## src/rtl/cordic_sincos_iter_if.sv

```systemverilog
// Request/result bundle for the iterative CORDIC sin/cos unit.
// master: start, angle_deg out; busy, done, angle_err, cos_out, sin_out in.
interface cordic_sincos_iter_if #(
   parameter int WIDTH = 16
);
   logic                    start;
   logic [8:0]              angle_deg;
   logic                    busy;
   logic                    done;
   logic                    angle_err;
   logic signed [WIDTH-1:0] cos_out;
   logic signed [WIDTH-1:0] sin_out;

   modport master (
      output start, angle_deg,
      input  busy, done, angle_err, cos_out, sin_out
   );

   modport slave (
      input  start, angle_deg,
      output busy, done, angle_err, cos_out, sin_out
   );
endinterface

```

## src/rtl/cordic_sincos_iter.sv

```systemverilog
// Iterative rotation-mode CORDIC: degree angle -> signed Q1.14 cos/sin.
// Ports: clk, reset (sync, active-high), bus (slave: start, angle_deg,
// busy, done, angle_err, cos_out, sin_out).
// Option: CORDIC_ROUND_EN rounds half-up when dropping guard bits.
module cordic_sincos_iter #(
   parameter int ITER  = 14,
   parameter int WIDTH = 16,
   parameter int GUARD = 2
) (
   input logic                 clk,
   input logic                 reset,
   cordic_sincos_iter_if.slave bus
);
   localparam int IW = WIDTH + GUARD;
   localparam int IB = $clog2(ITER);
   localparam int X0I = $rtoi(0.6072529 * (2.0 ** (WIDTH - 2 + GUARD)) + 0.5);
   localparam logic signed [IW-1:0] X0 = IW'(X0I);
   localparam logic signed [IW:0] PMAX = (IW+1)'(1 << (WIDTH - 2));
   localparam logic signed [IW:0] NMAX = -PMAX;
`ifdef CORDIC_ROUND_EN
   localparam logic signed [IW:0] RND = (IW+1)'(1 << (GUARD - 1));
`endif

   typedef enum logic [1:0] {IDLE, LOAD, ROT, FINAL} state_t;

   state_t                  state, state_nx;
   logic [8:0]              a;
   logic signed [IW-1:0]    x, y;
   logic signed [23:0]      z;
   logic [IB-1:0]           i;
   logic                    neg;
   logic                    err_r;
   logic signed [WIDTH-1:0] cos_r, sin_r;

   logic signed [IW-1:0]    sh_x, sh_y, x_rot, y_rot;
   logic signed [23:0]      z_rot, at;
   logic signed [9:0]       theta;
   logic                    neg_c, a_bad, last;
   logic signed [WIDTH-1:0] fin_cos, fin_sin;

   function automatic logic signed [23:0] atan_rom(input logic [3:0] k);
      logic signed [23:0] r;
      case (k)
         4'd0:    r = 24'sd737280;
         4'd1:    r = 24'sd435242;
         4'd2:    r = 24'sd229970;
         4'd3:    r = 24'sd116736;
         4'd4:    r = 24'sd58595;
         4'd5:    r = 24'sd29326;
         4'd6:    r = 24'sd14667;
         4'd7:    r = 24'sd7334;
         4'd8:    r = 24'sd3667;
         4'd9:    r = 24'sd1833;
         4'd10:   r = 24'sd917;
         4'd11:   r = 24'sd458;
         4'd12:   r = 24'sd229;
         4'd13:   r = 24'sd115;
         4'd14:   r = 24'sd57;
         default: r = 24'sd29;
      endcase
      return r;
   endfunction

   // Drop guard bits, undo the half-plane fold, clamp to +/-1.0.
   function automatic logic signed [WIDTH-1:0] finish(
      input logic signed [IW-1:0] v,
      input logic                 ng
   );
      logic signed [IW:0] t;
      t = {v[IW-1], v};
`ifdef CORDIC_ROUND_EN
      t = t + RND;
`endif
      t = t >>> GUARD;
      if (ng)
         t = -t;
      if (t > PMAX)
         t = PMAX;
      else if (t < NMAX)
         t = NMAX;
      return t[WIDTH-1:0];
   endfunction

   always_comb begin
      a_bad = (a >= 9'd360);
      neg_c = 1'b0;
      theta = 10'(a);
      if (a <= 9'd90) begin
         theta = 10'(a);
      end else if (a < 9'd270) begin
         theta = 10'(a) - 10'd180;
         neg_c = 1'b1;
      end else begin
         theta = 10'(a) - 10'd360;
      end
   end

   always_comb begin
      sh_x = x >>> i;
      sh_y = y >>> i;
      at   = atan_rom(4'(i));
      last = (i == IB'(ITER - 1));
      if (!z[23]) begin
         x_rot = x - sh_y;
         y_rot = y + sh_x;
         z_rot = z - at;
      end else begin
         x_rot = x + sh_y;
         y_rot = y - sh_x;
         z_rot = z + at;
      end
      fin_cos = finish(x_rot, neg);
      fin_sin = finish(y_rot, neg);
   end

   always_comb begin
      state_nx = state;
      unique case (state)
         IDLE:    if (bus.start) state_nx = LOAD;
         LOAD:    state_nx = a_bad ? FINAL : ROT;
         ROT:     if (last) state_nx = FINAL;
         FINAL:   state_nx = IDLE;
         default: state_nx = IDLE;
      endcase
   end

   always_ff @(posedge clk) begin
      if (reset) begin
         state <= IDLE;
         a     <= '0;
         x     <= '0;
         y     <= '0;
         z     <= '0;
         i     <= '0;
         neg   <= 1'b0;
         err_r <= 1'b0;
         cos_r <= '0;
         sin_r <= '0;
      end else begin
         state <= state_nx;
         unique case (state)
            IDLE: begin
               if (bus.start) begin
                  a     <= bus.angle_deg;
                  err_r <= 1'b0;
               end
            end
            LOAD: begin
               x   <= X0;
               y   <= '0;
               z   <= {theta, 14'b0};
               i   <= '0;
               neg <= neg_c;
               if (a_bad) begin
                  cos_r <= '0;
                  sin_r <= '0;
                  err_r <= 1'b1;
               end
            end
            ROT: begin
               x <= x_rot;
               y <= y_rot;
               z <= z_rot;
               i <= i + IB'(1);
               // Results land on the edge into FINAL so they align with done.
               if (last) begin
                  cos_r <= fin_cos;
                  sin_r <= fin_sin;
               end
            end
            default: ;
         endcase
      end
   end

   assign bus.busy      = (state == LOAD) || (state == ROT);
   assign bus.done      = (state == FINAL);
   assign bus.angle_err = err_r;
   assign bus.cos_out   = cos_r;
   assign bus.sin_out   = sin_r;
endmodule

```

## src/flat_wrapper.sv

```systemverilog
// flat-port wrapper written by rule: the top's interface ports become plain ports
module cordic_sincos_iter_flat 
#(
   parameter int ITER  = 14,
   parameter int WIDTH = 16,
   parameter int GUARD = 2
)
  (clk, reset, bus_start, bus_angle_deg, bus_busy, bus_done, bus_angle_err, bus_cos_out, bus_sin_out);
  cordic_sincos_iter_if #(.WIDTH(WIDTH)) bus_i ();
  input logic clk;
  input logic reset;
  input wire logic [$bits(bus_i.start)-1:0] bus_start;
  input wire logic [$bits(bus_i.angle_deg)-1:0] bus_angle_deg;
  output wire logic [$bits(bus_i.busy)-1:0] bus_busy;
  output wire logic [$bits(bus_i.done)-1:0] bus_done;
  output wire logic [$bits(bus_i.angle_err)-1:0] bus_angle_err;
  output wire logic [$bits(bus_i.cos_out)-1:0] bus_cos_out;
  output wire logic [$bits(bus_i.sin_out)-1:0] bus_sin_out;
  assign bus_i.start = bus_start;
  assign bus_i.angle_deg = bus_angle_deg;
  assign bus_busy = bus_i.busy;
  assign bus_done = bus_i.done;
  assign bus_angle_err = bus_i.angle_err;
  assign bus_cos_out = bus_i.cos_out;
  assign bus_sin_out = bus_i.sin_out;
  cordic_sincos_iter #(.ITER(ITER), .WIDTH(WIDTH), .GUARD(GUARD)) u_core (.clk(clk), .reset(reset), .bus(bus_i));
endmodule
```

## config.mk

```make
export PLATFORM = sky130hd
export DESIGN_NAME = cordic_sincos_iter_flat
export DESIGN_NICKNAME = d
export VERILOG_FILES = /design/src/rtl/cordic_sincos_iter_if.sv /design/src/rtl/cordic_sincos_iter.sv /design/src/flat_wrapper.sv
export SDC_FILE = /design/constraint.sdc
export NUM_CORES = 1
export LEC_CHECK = 0
export ABC_AREA = 0
export CORE_ASPECT_RATIO = 1.75
export CORE_MARGIN = 2
export CORE_UTILIZATION = 45
export DETAILED_ROUTE_END_ITERATION = 16
export GPL_TIMING_DRIVEN = 0
export HOLD_SLACK_MARGIN = 0.06
export PLACE_DENSITY = 0.63
export SLEW_MARGIN = 20
export SYNTH_ARGS = -nofsm -noshare
export SYNTH_HDL_FRONTEND = slang
export SYNTH_SLANG_ARGS = --single-unit
```

## constraint.sdc

```tcl
create_clock -name clk -period 7.1 [get_ports clk]
set_input_delay 1.42 -clock clk [delete_from_list [all_inputs] [get_ports clk]]
set_output_delay 1.42 -clock clk [all_outputs]
set_load 0.005 [all_outputs]
```

==> results.sh, run 1 <==
export IMPL_yosys_area_top_type_share_pct=20.86
export IMPL_totalWireLength_microns=45020
export IMPL_pwr_density_mw_per_mm2=516.3
export IMPL_worst_ir_drop_vdd_v=0.0002932
export IMPL_pwr_share_comb_pct=74.7
export IMPL_share_clk_of_total_power_pct=12.1
export IMPL_dr_pass1_iters=6
export IMPL_crit_type="reg2reg"
export IMPL_track_usage_pct=31.24
export IMPL_worstMarginPinSlew_ns=1.146
export IMPL_setup_viol=0
export IMPL_synth_seq_area_share_pct=20.86
export IMPL_synthDistinctLibCells=92
export IMPL_netlist_area_sq_mm=0.01238
export IMPL_hpwl_dp_microns=35830
export IMPL_path_clk_slew_ns=0.06
export IMPL_die_x_microns=129.4
export IMPL_yosys_cell_count_top_type="sky130_fd_sc_hd__nor2_1"
export IMPL_area_growth_pct=13.48
export IMPL_grt_start_max_net_pins=17
export IMPL_hp_class="reg2reg"
export IMPL_nNetsFinal=1752
export IMPL_cell_type_with_the_highest_aggregate_area_in_the_netlist="sky130_fd_sc_hd__dfxtp_1"
export IMPL_post_route_min_period_ns=6.736
export IMPL_power_leakage_nw=5.564
export IMPL_final_max_slew_violation_count=0
export IMPL_dr_iter_0_viols=851
export IMPL_post_synth_cell_area_avg_sq_um=7.802
export IMPL_multi_input_comb_area_sq_mm=0.009229
export IMPL_ctsHoldBuffers=0
export IMPL_utilization_pct=51.80
export IMPL_placeableCoreArea_sq_mm=0.02713
export IMPL_upper_clock_frequency_limit_mhz=148.5
export IMPL_post_route_cells_drive_above_1_share_pct=9.341
export IMPL_critical_path_startpoint_type="register"
export IMPL_grt_setup_unrepaired="no"
export IMPL_synth_edff_count=0
export IMPL_core_rowCount=80
export IMPL_hold_violations=0
export IMPL_synth_area_leaders="sky130_fd_sc_hd__dfxtp_1 (21%), sky130_fd_sc_hd__ha_1 (8.1%), sky130_fd_sc_hd__nor2_1 (5.6%)"
export IMPL_synth_flop_cell="sky130_fd_sc_hd__dfxtp_1"
export IMPL_fp_dieArea_sq_mm=0.02891
export IMPL_sequentialPowerShare_pct=13.2
export IMPL_mappedNetlistNets=1682
export IMPL_area_sequential_sq_mm=0.002582
export IMPL_global_route_wire_length_before_repair_microns=68680
export IMPL_initial_core_util_pct=45.65
export IMPL_skew_ns=0.009801
export IMPL_maxCapViolations=0
export IMPL_boundaryPins=47
export IMPL_worst_ep_arrival_time_ns=7.07
export IMPL_grt_antenna_before_repair=0
export IMPL_antennaDiodeCount=0
export IMPL_tritoncts_buffers=17
export IMPL_antenna_violating_nets_post_route=0
export IMPL_synthArstFlopShare_pct=0
export IMPL_finish_instance_area_sq_mm=0.01405
export IMPL_final_min_period_over_clock_period_pct=94.87
export IMPL_normalized_max_slew_margin_pct=23.62
export IMPL_finalWeightedCongestion=0.9990
export IMPL_yosys_warnings=0
export IMPL_drt_wirelength_per_cell_microns=22.08
export IMPL_synth_ff_latch_count=129
export IMPL_p_sw_w=0.003962
export IMPL_tritoncts_clock_tree="done"
export IMPL_dr_drc_count=0
export IMPL_ctsRootBufferMaster="sky130_fd_sc_hd__clkbuf_16"
export IMPL_power_internal_w=0.003292
export IMPL_total_power_w=0.007254
export IMPL_n_fill_cell=2685
export IMPL_dieHeight_microns=223.4
export IMPL_clock_path_buffers=2
export IMPL_outcome="finished, final reports clean"
export IMPL_grt_pass1_vias=12264
export IMPL_worst_skew_pair_late_latency_ns=0.45
export IMPL_worst_setup_path_end_kind="register"
export IMPL_synthCells=1587
export IMPL_drt_vias_per_instance=6.161
export IMPL_path_max_fanout=10
export IMPL_placed_area_sq_mm=0.01330
export IMPL_buffer_ports_inserted=46
export IMPL_cts_max_level=4
export IMPL_overflow=0
export IMPL_cts_num_sinks=129
export IMPL_cp_required_ns=7.44
export IMPL_netSwitchingFraction_pct=54.62
export IMPL_vias=12562
export IMPL_synth_top_cells_by_count="sky130_fd_sc_hd__nor2_1 (184), sky130_fd_sc_hd__dfxtp_1 (129), sky130_fd_sc_hd__nand2_1 (128)"
## timing repair
| item | CTS | global route |
|---|---|---|
| setup endpoints to repair | 30 | 29 |
| pin swaps | 0 | 4 |
| gates cloned | 0 | 0 |
| setup buffers | 0 | 6 |
| gates resized for setup | 4 | 31 |
## cells by family after synthesis
kind of cell | after synthesis | synth area share [%]
and+or+nand+nor | 534 | 20.93
AOI/OAI and AO/OA | 492 | 25.89
buffers and inverters | 155 | 5.457
DFF | 129 | 20.86
xor gates and xnor gates | 118 | 8.458
adders and majority gates | 83 | 8.569
muxes | 76 | 9.842
## power by group through the flow
stage / sequential [W] / clock [W] / combinational [W]
finish: 0.000957 / 0.000879 / 0.00542
global placement: 0.000965 / 0 / 0.00509
CTS: 0.000951 / 0.000889 / 0.00519
global route: 0.000970 / 0.000916 / 0.00587
detailed placement: 0.000967 / 0 / 0.00515
floorplan: 0.000916 / 0 / 0.00382
## worst max-delay path, cell delays in order (launching register included)
cell and delay (ns):
sky130_fd_sc_hd__dfxtp_1 0.55, sky130_fd_sc_hd__clkbuf_2 0.36, sky130_fd_sc_hd__clkbuf_4 0.34, sky130_fd_sc_hd__clkbuf_2 0.29
sky130_fd_sc_hd__clkbuf_2 0.29, sky130_fd_sc_hd__nand2_1 0.08, sky130_fd_sc_hd__o21a_1 0.17, sky130_fd_sc_hd__ha_1 0.26
sky130_fd_sc_hd__nor2_1 0.12, sky130_fd_sc_hd__xor2_1 0.31, sky130_fd_sc_hd__ha_1 0.29, sky130_fd_sc_hd__buf_2 0.16
sky130_fd_sc_hd__o21ai_0 0.32, sky130_fd_sc_hd__o211ai_1 0.20, sky130_fd_sc_hd__a31oi_1 0.24, sky130_fd_sc_hd__xnor2_1 0.20
sky130_fd_sc_hd__a2111o_1 0.48, sky130_fd_sc_hd__or4_1 0.48, sky130_fd_sc_hd__clkbuf_1 0.20, sky130_fd_sc_hd__o31ai_1 0.34
sky130_fd_sc_hd__xor2_1 0.15, sky130_fd_sc_hd__a41o_1 0.25, sky130_fd_sc_hd__a31oi_1 0.21, sky130_fd_sc_hd__clkbuf_4 0.25
sky130_fd_sc_hd__o21ai_1 0.07
## through the flow
| step | hold WS [ns] | std cells | setup TNS, ns | worst slack [ns] |
|---|---|---|---|---|
| 2_1_floorplan | 0.4388 | 1587 | 0 | 1.242 |
| 3_3_place_gp | 0.4373 | 2002 | -8.424 | -0.4426 |
| 3_5_place_dp | 0.4382 | 2002 | -7.030 | -0.4367 |
| 4_1_cts | 0.4504 | 2034 | 0 | 0.05916 |
| 5_1_grt | 0.4649 | 2039 | 0 | 0.002855 |
| 6_report | 0.4465 | 2039 | 0 | 0.3644 |
## flip-flops by register name, indices dropped and copies added, names as in the netlist
register	cells
u_core.x	18
u_core.state	2
u_core.at	20
u_core.bus.sin_out	16
u_core.bus.angle_err	1
u_core.z	24
u_core.neg	1
u_core.bus.cos_out	16
u_core.a	9
u_core.i	4
u_core.y	18
## final cells by class
class                      count  share of cell area (%)
clock inverter                11                  0.7391
inverter                      60                   1.603
timing repair buffer          52                   3.598
sequential                   129                   18.38
multi-input combinational   1303                   65.68
tap                          369                   3.286
clock buffer                  21                   3.348
buffer                        94                   3.366
## layer usage
metal	share of wire, %	vias up	track usage, %
li1	-	6004	-
met4	7.8	0	22.12
met3	4.1	169	5.060
met1	36	6020	32.09
met2	52	369	56.21
met5	0	-	0
## layout by cell type, fill, tap and decap left out, types with 16 or more instances in the layout
master / n
sky130_fd_sc_hd__o21ai_0: 87
sky130_fd_sc_hd__clkbuf_1: 52
sky130_fd_sc_hd__mux2i_1: 31
sky130_fd_sc_hd__nand2b_1: 20
sky130_fd_sc_hd__nor2_1: 183
sky130_fd_sc_hd__xor2_1: 54
sky130_fd_sc_hd__clkdlybuf4s50_1: 46
sky130_fd_sc_hd__ha_1: 79
sky130_fd_sc_hd__nand2_1: 128
sky130_fd_sc_hd__a22oi_1: 38
sky130_fd_sc_hd__xnor2_1: 59
sky130_fd_sc_hd__dfxtp_1: 129
sky130_fd_sc_hd__nor3_1: 43
sky130_fd_sc_hd__clkbuf_16: 17
sky130_fd_sc_hd__a21oi_1: 124
sky130_fd_sc_hd__nand3_1: 25
sky130_fd_sc_hd__a32oi_1: 16
sky130_fd_sc_hd__inv_1: 58
sky130_fd_sc_hd__mux4_2: 22
sky130_fd_sc_hd__a21o_1: 26
sky130_fd_sc_hd__a31oi_1: 29
sky130_fd_sc_hd__o21ai_1: 23
sky130_fd_sc_hd__a211oi_1: 17
## worst paths after layout
| kind | startpoint | end | cells after the start | slack (ns) |
|---|---|---|---|---|
| max | u_core.i[3]$_SDFFE_PP0N_ | u_core.bus.cos_out[7]$_SDFFE_PP0P_ | 24 | 0.36 |
| min | u_core.bus.cos_out[5]$_SDFFE_PP0P_ | u_core.bus.cos_out[5]$_SDFFE_PP0P_ | 2 | 0.45 |
| max reg2reg | u_core.i[3]$_SDFFE_PP0N_ | u_core.bus.cos_out[7]$_SDFFE_PP0P_ | 24 | 0.36 |
| min reg2reg | u_core.bus.cos_out[5]$_SDFFE_PP0P_ | u_core.bus.cos_out[5]$_SDFFE_PP0P_ | 2 | 0.45 |
Power figures use the tool's default switching activity.
==> inputs of run 2 (changes only) <==
Settings changed: CAP_MARGIN from default to 5.
==> results of run 2 <==
No change in the layout: final DEF, timing and power equal those of run 1.
==> inputs of run 3 (changes only) <==
Clock period 7.1 ns to 7.7 ns, I/O delays scaled along.
==> run 3 against run 2 <==
  * Count of clock-buffer cells in the layout unchanged
  * Clock power shrank 8.0%
  * Sequential share of layout area grew 0.22 points
  * Utilization fell by 0.60 points
  * Register-to-register slack improved by 0.18 ns
  * Critical path depth up 3
  * Sequential power down 7.8%
  * Fmax down 5.9%
  * First-iteration DRC count shrank 11%
  * Sequential cell count did not move
  * Via count fell by 0.26%
  * Clock skew fell by 0.00061 ns
  * Critical endpoint unchanged
  * Largest power group unchanged
  * Highest routed layer unchanged
==> results.sh, run 3 (same netlist as run 1, synthesis figures left out) <==
export IMPL_dieHeight_microns=223.4
export IMPL_p_sw_w=0.003584
export IMPL_initial_core_util_pct=45.65
export IMPL_overflow=0
export IMPL_post_route_min_period_ns=7.158
export IMPL_worst_ir_drop_vdd_v=0.0002687
export IMPL_hold_violations=0
export IMPL_worst_skew_pair_late_latency_ns=0.45
export IMPL_finish_instance_area_sq_mm=0.01389
export IMPL_grt_antenna_before_repair=0
export IMPL_cts_repair_resized=0
export IMPL_normalized_max_slew_margin_pct=22.04
export IMPL_fin_setup_tns_ns=0
export IMPL_cts_setup_buffers=0
export IMPL_worst_setup_path_end_kind="register"
export IMPL_mostFrequentLayoutCell="sky130_fd_sc_hd__nor2_1"
export IMPL_path_max_fanout=10
export IMPL_regMostFlops="u_core.z"
export IMPL_buffer_ports_inserted=46
export IMPL_cp_required_ns=8.03
export IMPL_cts_num_sinks=129
export IMPL_grt_setup_unrepaired="no"
export IMPL_placeableCoreArea_sq_mm=0.02713
export IMPL_final_min_period_over_clock_period_pct=92.97
export IMPL_dr_pass1_iters=6
export IMPL_upper_clock_frequency_limit_mhz=139.7
export IMPL_maxCapViolations=0
export IMPL_timing_hold_worst_start="u_core.bus.cos_out[5]$_SDFFE_PP0P_"
export IMPL_antenna_violating_nets_post_route=0
export IMPL_stdcell_count=2034
export IMPL_cts_max_level=4
export IMPL_placed_area_sq_mm=0.01330
export IMPL_critical_path_reg2reg_startpoint="u_core.i[0]$_SDFFE_PP0N_"
export IMPL_post_place_ws_ns=0.1633
export IMPL_nNetsFinal=1747
export IMPL_grt_start_max_net_pins=17
export IMPL_critical_path_startpoint_type="register"
export IMPL_pwr_density_mw_per_mm2=470.5
export IMPL_fp_dieArea_sq_mm=0.02891
export IMPL_setup_viol=0
export IMPL_clock_path_buffers=2
export IMPL_tritoncts_clock_tree="done"
export IMPL_dr_iter_0_viols=756
export IMPL_post_route_cells_drive_above_1_share_pct=7.868
export IMPL_vias=12529
export IMPL_grt_pass1_vias=12268
export IMPL_core_rowCount=80
export IMPL_outcome="finished, final reports clean"
export IMPL_dr_drc_count=0
export IMPL_worst_setup_path_startpoint="u_core.i[0]$_SDFFE_PP0N_"
export IMPL_sequentialPowerShare_pct=13.5
export IMPL_path_clk_slew_ns=0.07
export IMPL_final_max_slew_violation_count=0
export IMPL_worstMarginPinSlew_ns=1.169
export IMPL_finalWeightedCongestion=0.9990
export IMPL_largest_reg_flops=24
export IMPL_skew_ns=0.009194
export IMPL_power_internal_w=0.002950
export IMPL_global_route_wire_length_before_repair_microns=68590
export IMPL_drt_wirelength_per_cell_microns=22.04
export IMPL_post_place_cells=2002
export IMPL_layout_cells_most_common_list="sky130_fd_sc_hd__nor2_1 (184), sky130_fd_sc_hd__dfxtp_1 (129), sky130_fd_sc_hd__nand2_1 (128), sky130_fd_sc_hd__a21oi_1 (125), sky130_fd_sc_hd__o21ai_0 (89)"
export IMPL_track_usage_pct=31.21
export IMPL_antennaDiodeCount=0
export IMPL_ctsRootBufferMaster="sky130_fd_sc_hd__clkbuf_16"
export IMPL_utilization_pct=51.19
export IMPL_power_leakage_nw=5.487
export IMPL_ctsHoldBuffers=0
export IMPL_drt_vias_per_instance=6.160
export IMPL_crit_type="reg2reg"
export IMPL_boundaryPins=47
export IMPL_setup_ws_ns=0.5417
export IMPL_die_x_microns=129.4
export IMPL_area_growth_pct=12.16
export IMPL_share_clk_of_total_power_pct=12.4
export IMPL_pwr_share_comb_pct=74.1
export IMPL_hp_class="reg2reg"
export IMPL_netSwitchingFraction_pct=54.85
export IMPL_tritoncts_buffers=17
export IMPL_hpwl_dp_microns=35830
export IMPL_totalWireLength_microns=44820
export IMPL_worst_ep_arrival_time_ns=7.49
run 3: cell count changes in the layout (fill, tap and decap cells not counted), sizes merged:
cell and change:
clkbuf -5
run 3: per-stage QoR:
| stage | hold slack, ns | power (W) |
|---|---|---|
| after floorplan | 0.4388 | 0.004363 |
| after global placement | 0.4373 | 0.005584 |
| after detailed placement | 0.4382 | 0.005642 |
| after CTS | 0.4504 | 0.006483 |
| after global routing | 0.4651 | 0.006996 |
| final | 0.4463 | 0.006534 |
run 3: worst paths after layout:
kind,depth (start not counted),slack (ns),end
worst max-delay path,27,0.54,u_core.bus.cos_out[7]$_SDFFE_PP0P_
worst min-delay path,2,0.45,u_core.bus.cos_out[5]$_SDFFE_PP0P_
worst max register to register,27,0.54,u_core.bus.cos_out[7]$_SDFFE_PP0P_
worst min register to register,2,0.45,u_core.bus.cos_out[5]$_SDFFE_PP0P_
run 3: layout make-up:
type | count | area [sq um]
fillers | 2698 | 13240
multi-input cells | 1303 | 9129
flip-flops and latches | 129 | 2582
clock buffers | 21 | 470.5
well taps | 369 | 461.7
repair buffers | 46 | 460.4
plain buffers | 95 | 454.2
inverters | 60 | 225.2
clock inverters | 11 | 103.9
run 3: power by group through the flow:
stage	clock network, W	logic, W	registers (W)
final	0.000809	0.00484	0.000882
after global routing	0.000844	0.00526	0.000894
after CTS	0.000820	0.00479	0.000877
after detailed placement	0	0.00475	0.000892
after global placement	0	0.00469	0.000890
after floorplan	0	0.00352	0.000845
run 3: worst max-delay path: stages (launching register included):
cell	delay [ns]
sky130_fd_sc_hd__dfxtp_1	0.37
sky130_fd_sc_hd__buf_6	0.16
sky130_fd_sc_hd__buf_6	0.17
sky130_fd_sc_hd__buf_2	0.28
sky130_fd_sc_hd__buf_1	0.54
sky130_fd_sc_hd__mux4_2	0.43
sky130_fd_sc_hd__a22oi_1	0.17
sky130_fd_sc_hd__o21ai_0	0.34
sky130_fd_sc_hd__nor4b_4	0.34
sky130_fd_sc_hd__and3_2	0.24
sky130_fd_sc_hd__and2_1	0.19
sky130_fd_sc_hd__nor2_1	0.07
sky130_fd_sc_hd__xnor2_1	0.25
sky130_fd_sc_hd__ha_1	0.27
sky130_fd_sc_hd__clkbuf_1	0.21
sky130_fd_sc_hd__a21oi_1	0.42
sky130_fd_sc_hd__a21o_1	0.20
sky130_fd_sc_hd__nor3_1	0.05
sky130_fd_sc_hd__or4_1	0.69
sky130_fd_sc_hd__nand2b_1	0.16
sky130_fd_sc_hd__or4_1	0.11
sky130_fd_sc_hd__clkbuf_1	0.23
sky130_fd_sc_hd__o31ai_1	0.13
sky130_fd_sc_hd__xor2_1	0.21
sky130_fd_sc_hd__a41o_1	0.26
sky130_fd_sc_hd__a31oi_1	0.20
sky130_fd_sc_hd__buf_2	0.25
sky130_fd_sc_hd__o21ai_1	0.08
run 3: metal layers:
metal / routed length [microns] / global-route usage [%]
met5: 0 / 0
met4: 3669 / 22.90
met3: 2114 / 5.420
met2: 23220 / 55.96
met1: 15820 / 31.67
